### config.mk
export PLATFORM = sky130hd
export DESIGN_NAME = core_redirect_ctrl
export DESIGN_NICKNAME = d
export VERILOG_FILES = /design/src/rtl/core_redirect_ctrl_pkg.sv /design/src/rtl/core_redirect_ctrl.sv
export SDC_FILE = /design/constraint.sdc
export NUM_CORES = 1
export LEC_CHECK = 0
export ABC_AREA = 1
export CAP_MARGIN = 20
export CORE_ASPECT_RATIO = 0.5
export CORE_MARGIN = 1
export CORE_UTILIZATION = 44
export DETAILED_ROUTE_END_ITERATION = 10
export GPL_TIMING_DRIVEN = 0
export PLACE_DENSITY_LB_ADDON = 0.12
export RECOVER_POWER = 100
export SETUP_SLACK_MARGIN = 0.15
export SYNTH_ARGS = -nofsm -noshare
export SYNTH_HDL_FRONTEND = slang
export SYNTH_SLANG_ARGS = --single-unit
### constraint.sdc
create_clock -name clk -period 3.6 [get_ports clk]
set_input_delay 0.54 -clock clk [delete_from_list [all_inputs] [get_ports clk]]
set_output_delay 0.54 -clock clk [all_outputs]
set_load 0.01 [all_outputs]
### src/rtl/core_redirect_ctrl_pkg.sv
// Shared pipeline definitions for the frontend redirect path:
// redirect FSM encoding, drain-counter width and the default drain length.
package core_redirect_ctrl_pkg;

  localparam int unsigned REDIRECT_FLUSH_CYCLES = 2;
  localparam int unsigned DRAIN_CNT_W           = $clog2(16);

  typedef enum logic [1:0] {
    RS_IDLE  = 2'd0,
    RS_DRAIN = 2'd1,
    RS_REDIR = 2'd2
  } redirect_state_e;

endpackage

### src/rtl/core_redirect_ctrl.sv
// Redirect controller: arbitrates exception and branch-mispredict redirects,
// pulses a backend flush, waits out the drain window, then offers the PC to the frontend.
module core_redirect_ctrl
  import core_redirect_ctrl_pkg::*;
#(
  parameter int unsigned FLUSH_CYCLES = REDIRECT_FLUSH_CYCLES
) (
  input  logic        clk,
  input  logic        rst,
  input  logic        excp_trigger_i,
  input  logic [31:0] excp_target_i,
  input  logic        br_miss_i,
  input  logic [31:0] br_target_i,
  input  logic        fe_ready_i,
  output logic        flush_o,
  output logic        redirect_valid_o,
  output logic [31:0] redirect_pc_o,
  output logic        busy_o,
  output logic [15:0] excp_cnt_o
);

  localparam logic [DRAIN_CNT_W-1:0] DRAIN_LOAD = DRAIN_CNT_W'(FLUSH_CYCLES - 1);

  redirect_state_e        state_r;
  logic [DRAIN_CNT_W-1:0] cnt_r;
  logic [31:0]            target_r;
  logic                   flush_r;
  logic                   valid_r;
  logic                   busy_r;
  logic [15:0]            excp_cnt_r;
  logic                   accept_s;
  logic [31:0]            next_target_s;

  // Event arbitration: exceptions win everywhere, branch misses only count while idle.
  always_comb begin
    accept_s      = 1'b0;
    next_target_s = target_r;
    if (excp_trigger_i) begin
      accept_s      = 1'b1;
      next_target_s = excp_target_i;
    end else if (br_miss_i && (state_r == RS_IDLE)) begin
      accept_s      = 1'b1;
      next_target_s = br_target_i;
    end else begin
      accept_s      = 1'b0;
      next_target_s = target_r;
    end
  end

  // Redirect FSM with registered flush/valid/busy and the exception counter.
  always_ff @(posedge clk) begin
    if (rst) begin
      state_r    <= RS_IDLE;
      cnt_r      <= '0;
      target_r   <= 32'h0000_0000;
      flush_r    <= 1'b0;
      valid_r    <= 1'b0;
      busy_r     <= 1'b0;
      excp_cnt_r <= 16'h0000;
    end else begin
      flush_r <= 1'b0;
      if (accept_s) begin
        // A new event always restarts the drain, even over a redirect being offered.
        state_r  <= RS_DRAIN;
        cnt_r    <= DRAIN_LOAD;
        target_r <= next_target_s;
        flush_r  <= 1'b1;
        valid_r  <= 1'b0;
        busy_r   <= 1'b1;
        if (excp_trigger_i) begin
          excp_cnt_r <= excp_cnt_r + 16'd1;
        end
      end else begin
        case (state_r)
          RS_IDLE: begin
            valid_r <= 1'b0;
            busy_r  <= 1'b0;
          end
          RS_DRAIN: begin
            if (cnt_r == '0) begin
              state_r <= RS_REDIR;
              valid_r <= 1'b1;
            end else begin
              cnt_r <= cnt_r - 1'b1;
            end
          end
          RS_REDIR: begin
            if (fe_ready_i) begin
              state_r <= RS_IDLE;
              valid_r <= 1'b0;
              busy_r  <= 1'b0;
            end
          end
          default: begin
            state_r <= RS_IDLE;
            cnt_r   <= '0;
            valid_r <= 1'b0;
            busy_r  <= 1'b0;
          end
        endcase
      end
    end
  end

  assign flush_o          = flush_r;
  assign redirect_valid_o = valid_r;
  assign redirect_pc_o    = target_r;
  assign busy_o           = busy_r;
  assign excp_cnt_o       = excp_cnt_r;

endmodule

==> flow_results.xml <==
<?xml version="1.0" encoding="UTF-8"?>
<metrics>
  <group name="cells_and_area">
    <metric name="layout.cells.most_common_list" unit="">66 x sky130_fd_sc_hd__clkdlybuf4s50_1, 57 x sky130_fd_sc_hd__dfxtp_1, 53 x sky130_fd_sc_hd__dlygate4sd3_1</metric>
    <metric name="areaGrowthSynthToFinish" unit="%">60.96</metric>
    <metric name="drive_gt1_frac" unit="">0.05455</metric>
    <metric name="num_antenna_cells" unit="">0</metric>
    <metric name="most_common_library_cell_in_the_layout_ignoring_fill_and_taps" unit="">sky130_fd_sc_hd__clkdlybuf4s50_1</metric>
    <metric name="final-instance-count-excl-fill" unit="">513</metric>
    <metric name="layout.nets" unit="">506</metric>
    <metric name="final_design_area_no_fill" unit="sq mm">0.004060</metric>
  </group>
  <group name="die">
    <metric name="die_h" unit="microns">55.54</metric>
    <metric name="ports_placed_on_the_boundary" unit="">120</metric>
    <metric name="std_cell_rows" unit="">19</metric>
    <metric name="fp.coreArea" unit="sq mm">0.005492</metric>
    <metric name="start_util" unit="">0.4593</metric>
    <metric name="die_x" unit="microns">109.1</metric>
    <metric name="design.die.area" unit="sq mm">0.006058</metric>
  </group>
  <group name="worst_setup_path">
    <metric name="setup.worst_path.start" unit="">excp_trigger_i</metric>
    <metric name="timing.rr.end" unit="">redirect_pc_o[25]</metric>
    <metric name="end_kind" unit="">flop</metric>
    <metric name="r2r-start" unit="">state_r[1]</metric>
    <metric name="arrival" unit="ns">2.64</metric>
    <metric name="rrSetupSlack" unit="ns">1.61</metric>
    <metric name="setup.worst_path.start_class" unit="">input port</metric>
    <metric name="cp_data_required_time" unit="ns">3.79</metric>
    <metric name="crit_type" unit="">input port to flop</metric>
    <metric name="critical_path.max_fanout" unit="">10</metric>
    <metric name="r2r_cells" unit="">6</metric>
  </group>
  <group name="timing">
    <metric name="slew-limit-headroom" unit="">0.4378</metric>
    <metric name="maximum_frequency_from_static_timing_analysis" unit="MHz">407.5</metric>
    <metric name="timing.final.hold_violations" unit="">0</metric>
    <metric name="tightest_slew" unit="ns">0.8394</metric>
    <metric name="finalCriticalPeriod" unit="ns">2.454</metric>
    <metric name="final-max-slew-violation-count" unit="">0</metric>
    <metric name="worst_hold_slack" unit="ns">0.4559</metric>
    <metric name="fin_tns_setup" unit="ns">0</metric>
    <metric name="grt_setup_unrepaired" unit="">false</metric>
    <metric name="worst_clock_skew" unit="ns">0.006846</metric>
    <metric name="setup_viol_count_final" unit="">0</metric>
    <metric name="final_min_period_over_clock_period" unit="">0.6816</metric>
  </group>
  <group name="clock_network">
    <metric name="max-clock-path-buffers" unit="">2</metric>
    <metric name="hold_buffers" unit="">0</metric>
    <metric name="cts_htree_levels" unit="">3</metric>
    <metric name="clkLatencyLatePin" unit="ns">0.33</metric>
    <metric name="setup_fix_bufs_post_cts" unit="">0</metric>
    <metric name="tritoncts.num_buffers" unit="">9</metric>
    <metric name="post_cts_resize_count" unit="">0</metric>
    <metric name="cts.sink_count" unit="">57</metric>
    <metric name="clockRootBuffer" unit="">sky130_fd_sc_hd__clkbuf_16</metric>
    <metric name="tritoncts_clock_tree" unit="">done</metric>
    <metric name="clock_transition_at_path_regs" unit="ns">0.05</metric>
  </group>
  <group name="placed_design">
    <metric name="place_area" unit="sq mm">0.003805</metric>
    <metric name="place.detailed.hpwl" unit="mm">5.113</metric>
    <metric name="placed_cells_incl_taps" unit="">497</metric>
    <metric name="port_buf_inserts" unit="">119</metric>
    <metric name="place.gp.congestion" unit="">0.8216</metric>
  </group>
  <group name="routing">
    <metric name="drt.antenna.violating_nets" unit="">0</metric>
    <metric name="route.detailed.wl_per_inst" unit="microns">13.47</metric>
    <metric name="drt_first_pass_iters" unit="">4</metric>
    <metric name="finalWirelength" unit="mm">6.911</metric>
    <metric name="number_of_drc_violations_after_detailed_routing" unit="">0</metric>
    <metric name="viasPerCell" unit="">5.037</metric>
    <metric name="via_total_after_detailed_routing" unit="">2584</metric>
    <metric name="initialDrtViolationCount" unit="">115</metric>
  </group>
  <group name="synth">
    <metric name="postSynthNetCount" unit="">376</metric>
    <metric name="synthesis.instances" unit="">305</metric>
    <metric name="syn-cell-area" unit="sq mm">0.002522</metric>
    <metric name="ys_ff_latch" unit="">57</metric>
    <metric name="yosysWarningCount" unit="">0</metric>
    <metric name="seq_area_frac_synth" unit="">0.4524</metric>
    <metric name="avgSynthCellArea" unit="sq um">8.270</metric>
    <metric name="yosys.cell_types.count" unit="">26</metric>
  </group>
  <group name="worst_hold_path">
    <metric name="hold_class" unit="">flop to flop</metric>
    <metric name="hold-path-endpoint" unit="">redirect_valid_o</metric>
    <metric name="min_delay_path_depth" unit="">2</metric>
    <metric name="holdCritStartpoint" unit="">redirect_valid_o</metric>
  </group>
  <group name="pwr">
    <metric name="cell_internal_pwr" unit="mW">1.349</metric>
    <metric name="pwr-share-seq" unit="">0.386</metric>
    <metric name="power.clock.fraction" unit="">0.468</metric>
    <metric name="irDropWorstVdd" unit="uV">296.8</metric>
    <metric name="switching_share" unit="">0.2437</metric>
    <metric name="net-switching-power" unit="mW">0.4347</metric>
    <metric name="combPwrFrac" unit="">0.146</metric>
    <metric name="power_density" unit="mW/mm^2">439.3</metric>
    <metric name="post-layout-total-power" unit="mW">1.783</metric>
    <metric name="power.leakage" unit="nW">1.761</metric>
  </group>
  <group name="grt">
    <metric name="global_route.usage.total" unit="">0.2530</metric>
    <metric name="grt_pass1_vias" unit="">2557</metric>
    <metric name="overall_overflow_remaining_after_global_route" unit="">0</metric>
    <metric name="grt_antenna_before_repair" unit="">0</metric>
    <metric name="grt_first_pass_wirelength" unit="mm">11.54</metric>
    <metric name="maximum_number_of_pins_on_one_net_before_global_route_repair" unit="">12</metric>
  </group>
  <group name="flow_run">
    <metric name="max_cap_violations" unit="">0</metric>
  </group>
  <group name="status">
    <metric name="status" unit="">complete, no violations</metric>
  </group>
</metrics>
==> per-layer routing <==
| layer | up-vias | part of all wire | GRT usage | routed length [microns] |
|---|---|---|---|---|
| met4 | 0 | 0.016 | 0.08494 | 112 |
| met2 | 100 | 0.50 | 0.4313 | 3447 |
| li1 | 1292 | - | - | - |
| met3 | 13 | 0.072 | 0.1074 | 498 |
| met1 | 1179 | 0.41 | 0.2831 | 2852 |
| met5 | - | 0 | 0 | 0 |
==> critical path: stages <==
cell                            delay, ns
sky130_fd_sc_hd__dlygate4sd3_1       0.57
sky130_fd_sc_hd__clkbuf_1            0.65
sky130_fd_sc_hd__clkbuf_1            0.53
sky130_fd_sc_hd__mux2i_1             0.24
sky130_fd_sc_hd__o21ai_0             0.12
==> how the worst max path moves through the flow <==
stage,to
final,redirect_pc_o[25]
after global routing,redirect_pc_o[30]
after CTS,excp_cnt_o[3]
after detailed placement,redirect_pc_o[21]
after global placement,redirect_pc_o[22]
after floorplan,redirect_pc_o[10]
==> metrics by stage <==
stage               setup slack, ns  utilization
global placement              1.503       0.6929
finish                        1.146       0.7393
floorplan                     2.299            -
detailed placement            1.466       0.6929
CTS                           1.726       0.7469
global route                 0.9575       0.7393
==> synth_stat cells <==
cell type / number / share of area
sky130_fd_sc_hd__a211oi_1: 1 / 0.0030
sky130_fd_sc_hd__a21oi_1: 13 / 0.026
sky130_fd_sc_hd__a31oi_4: 1 / 0.0084
sky130_fd_sc_hd__and3_1: 1 / 0.0025
sky130_fd_sc_hd__buf_1: 1 / 0.0015
sky130_fd_sc_hd__buf_2: 8 / 0.016
sky130_fd_sc_hd__buf_4: 1 / 0.0030
sky130_fd_sc_hd__buf_6: 3 / 0.013
sky130_fd_sc_hd__clkbuf_1: 2 / 0.0030
sky130_fd_sc_hd__dfxtp_1: 57 / 0.45
sky130_fd_sc_hd__ha_1: 2 / 0.0099
sky130_fd_sc_hd__inv_1: 22 / 0.033
sky130_fd_sc_hd__inv_2: 1 / 0.0015
sky130_fd_sc_hd__mux2i_1: 32 / 0.13
sky130_fd_sc_hd__nand2_1: 40 / 0.060
sky130_fd_sc_hd__nand3_1: 41 / 0.081
sky130_fd_sc_hd__nand3_4: 1 / 0.0069
sky130_fd_sc_hd__nand4_1: 2 / 0.0050
sky130_fd_sc_hd__nand4_2: 1 / 0.0050
sky130_fd_sc_hd__nor2_1: 28 / 0.042
sky130_fd_sc_hd__nor2_4: 1 / 0.0045
sky130_fd_sc_hd__nor3_1: 4 / 0.0079
sky130_fd_sc_hd__o21ai_0: 36 / 0.071
sky130_fd_sc_hd__o21ai_1: 2 / 0.0040
sky130_fd_sc_hd__or2_2: 1 / 0.0025
sky130_fd_sc_hd__xor2_1: 3 / 0.010
==> logic make-up after synthesis <==
kind of cell    after synthesis  share of synthesized area
compound gates               53                     0.1126
flops                        57                     0.4524
simple gates                120                     0.2168
buf+inv                      38                    0.07093
mux                          32                     0.1270
fa+ha+maj                     2                   0.009919
xor+xnor                      3                    0.01042
==> state kept, by name (all words and copies together) (netlist names) <==
register / count
busy_o: 1
cnt_r: 4
state_r: 2
redirect_pc_o: 32
flush_o: 1
excp_cnt_o: 16
redirect_valid_o: 1
==> power by group through the flow <==
| stage | clock, mW | combinational (mW) | sequential [mW] |
|---|---|---|---|
| floorplan | 0 | 0.0930 | 0.716 |
| global placement | 0 | 0.270 | 0.700 |
| detailed placement | 0 | 0.277 | 0.702 |
| CTS | 0.845 | 0.281 | 0.689 |
| global route | 0.880 | 0.284 | 0.692 |
| finish | 0.835 | 0.261 | 0.688 |
==> layout make-up <==
type / count / area [sq um]
clock buffer: 9 / 225.2
sequential: 57 / 1141
timing repair buffer: 119 / 1191
buffer: 15 / 73.82
fill: 426 / 1431
inverter: 23 / 86.33
tap: 73 / 91.34
multi-input combinational: 210 / 1180
clock inverter: 7 / 71.32
No activity file was read; power rests on OpenSTA's default activity.
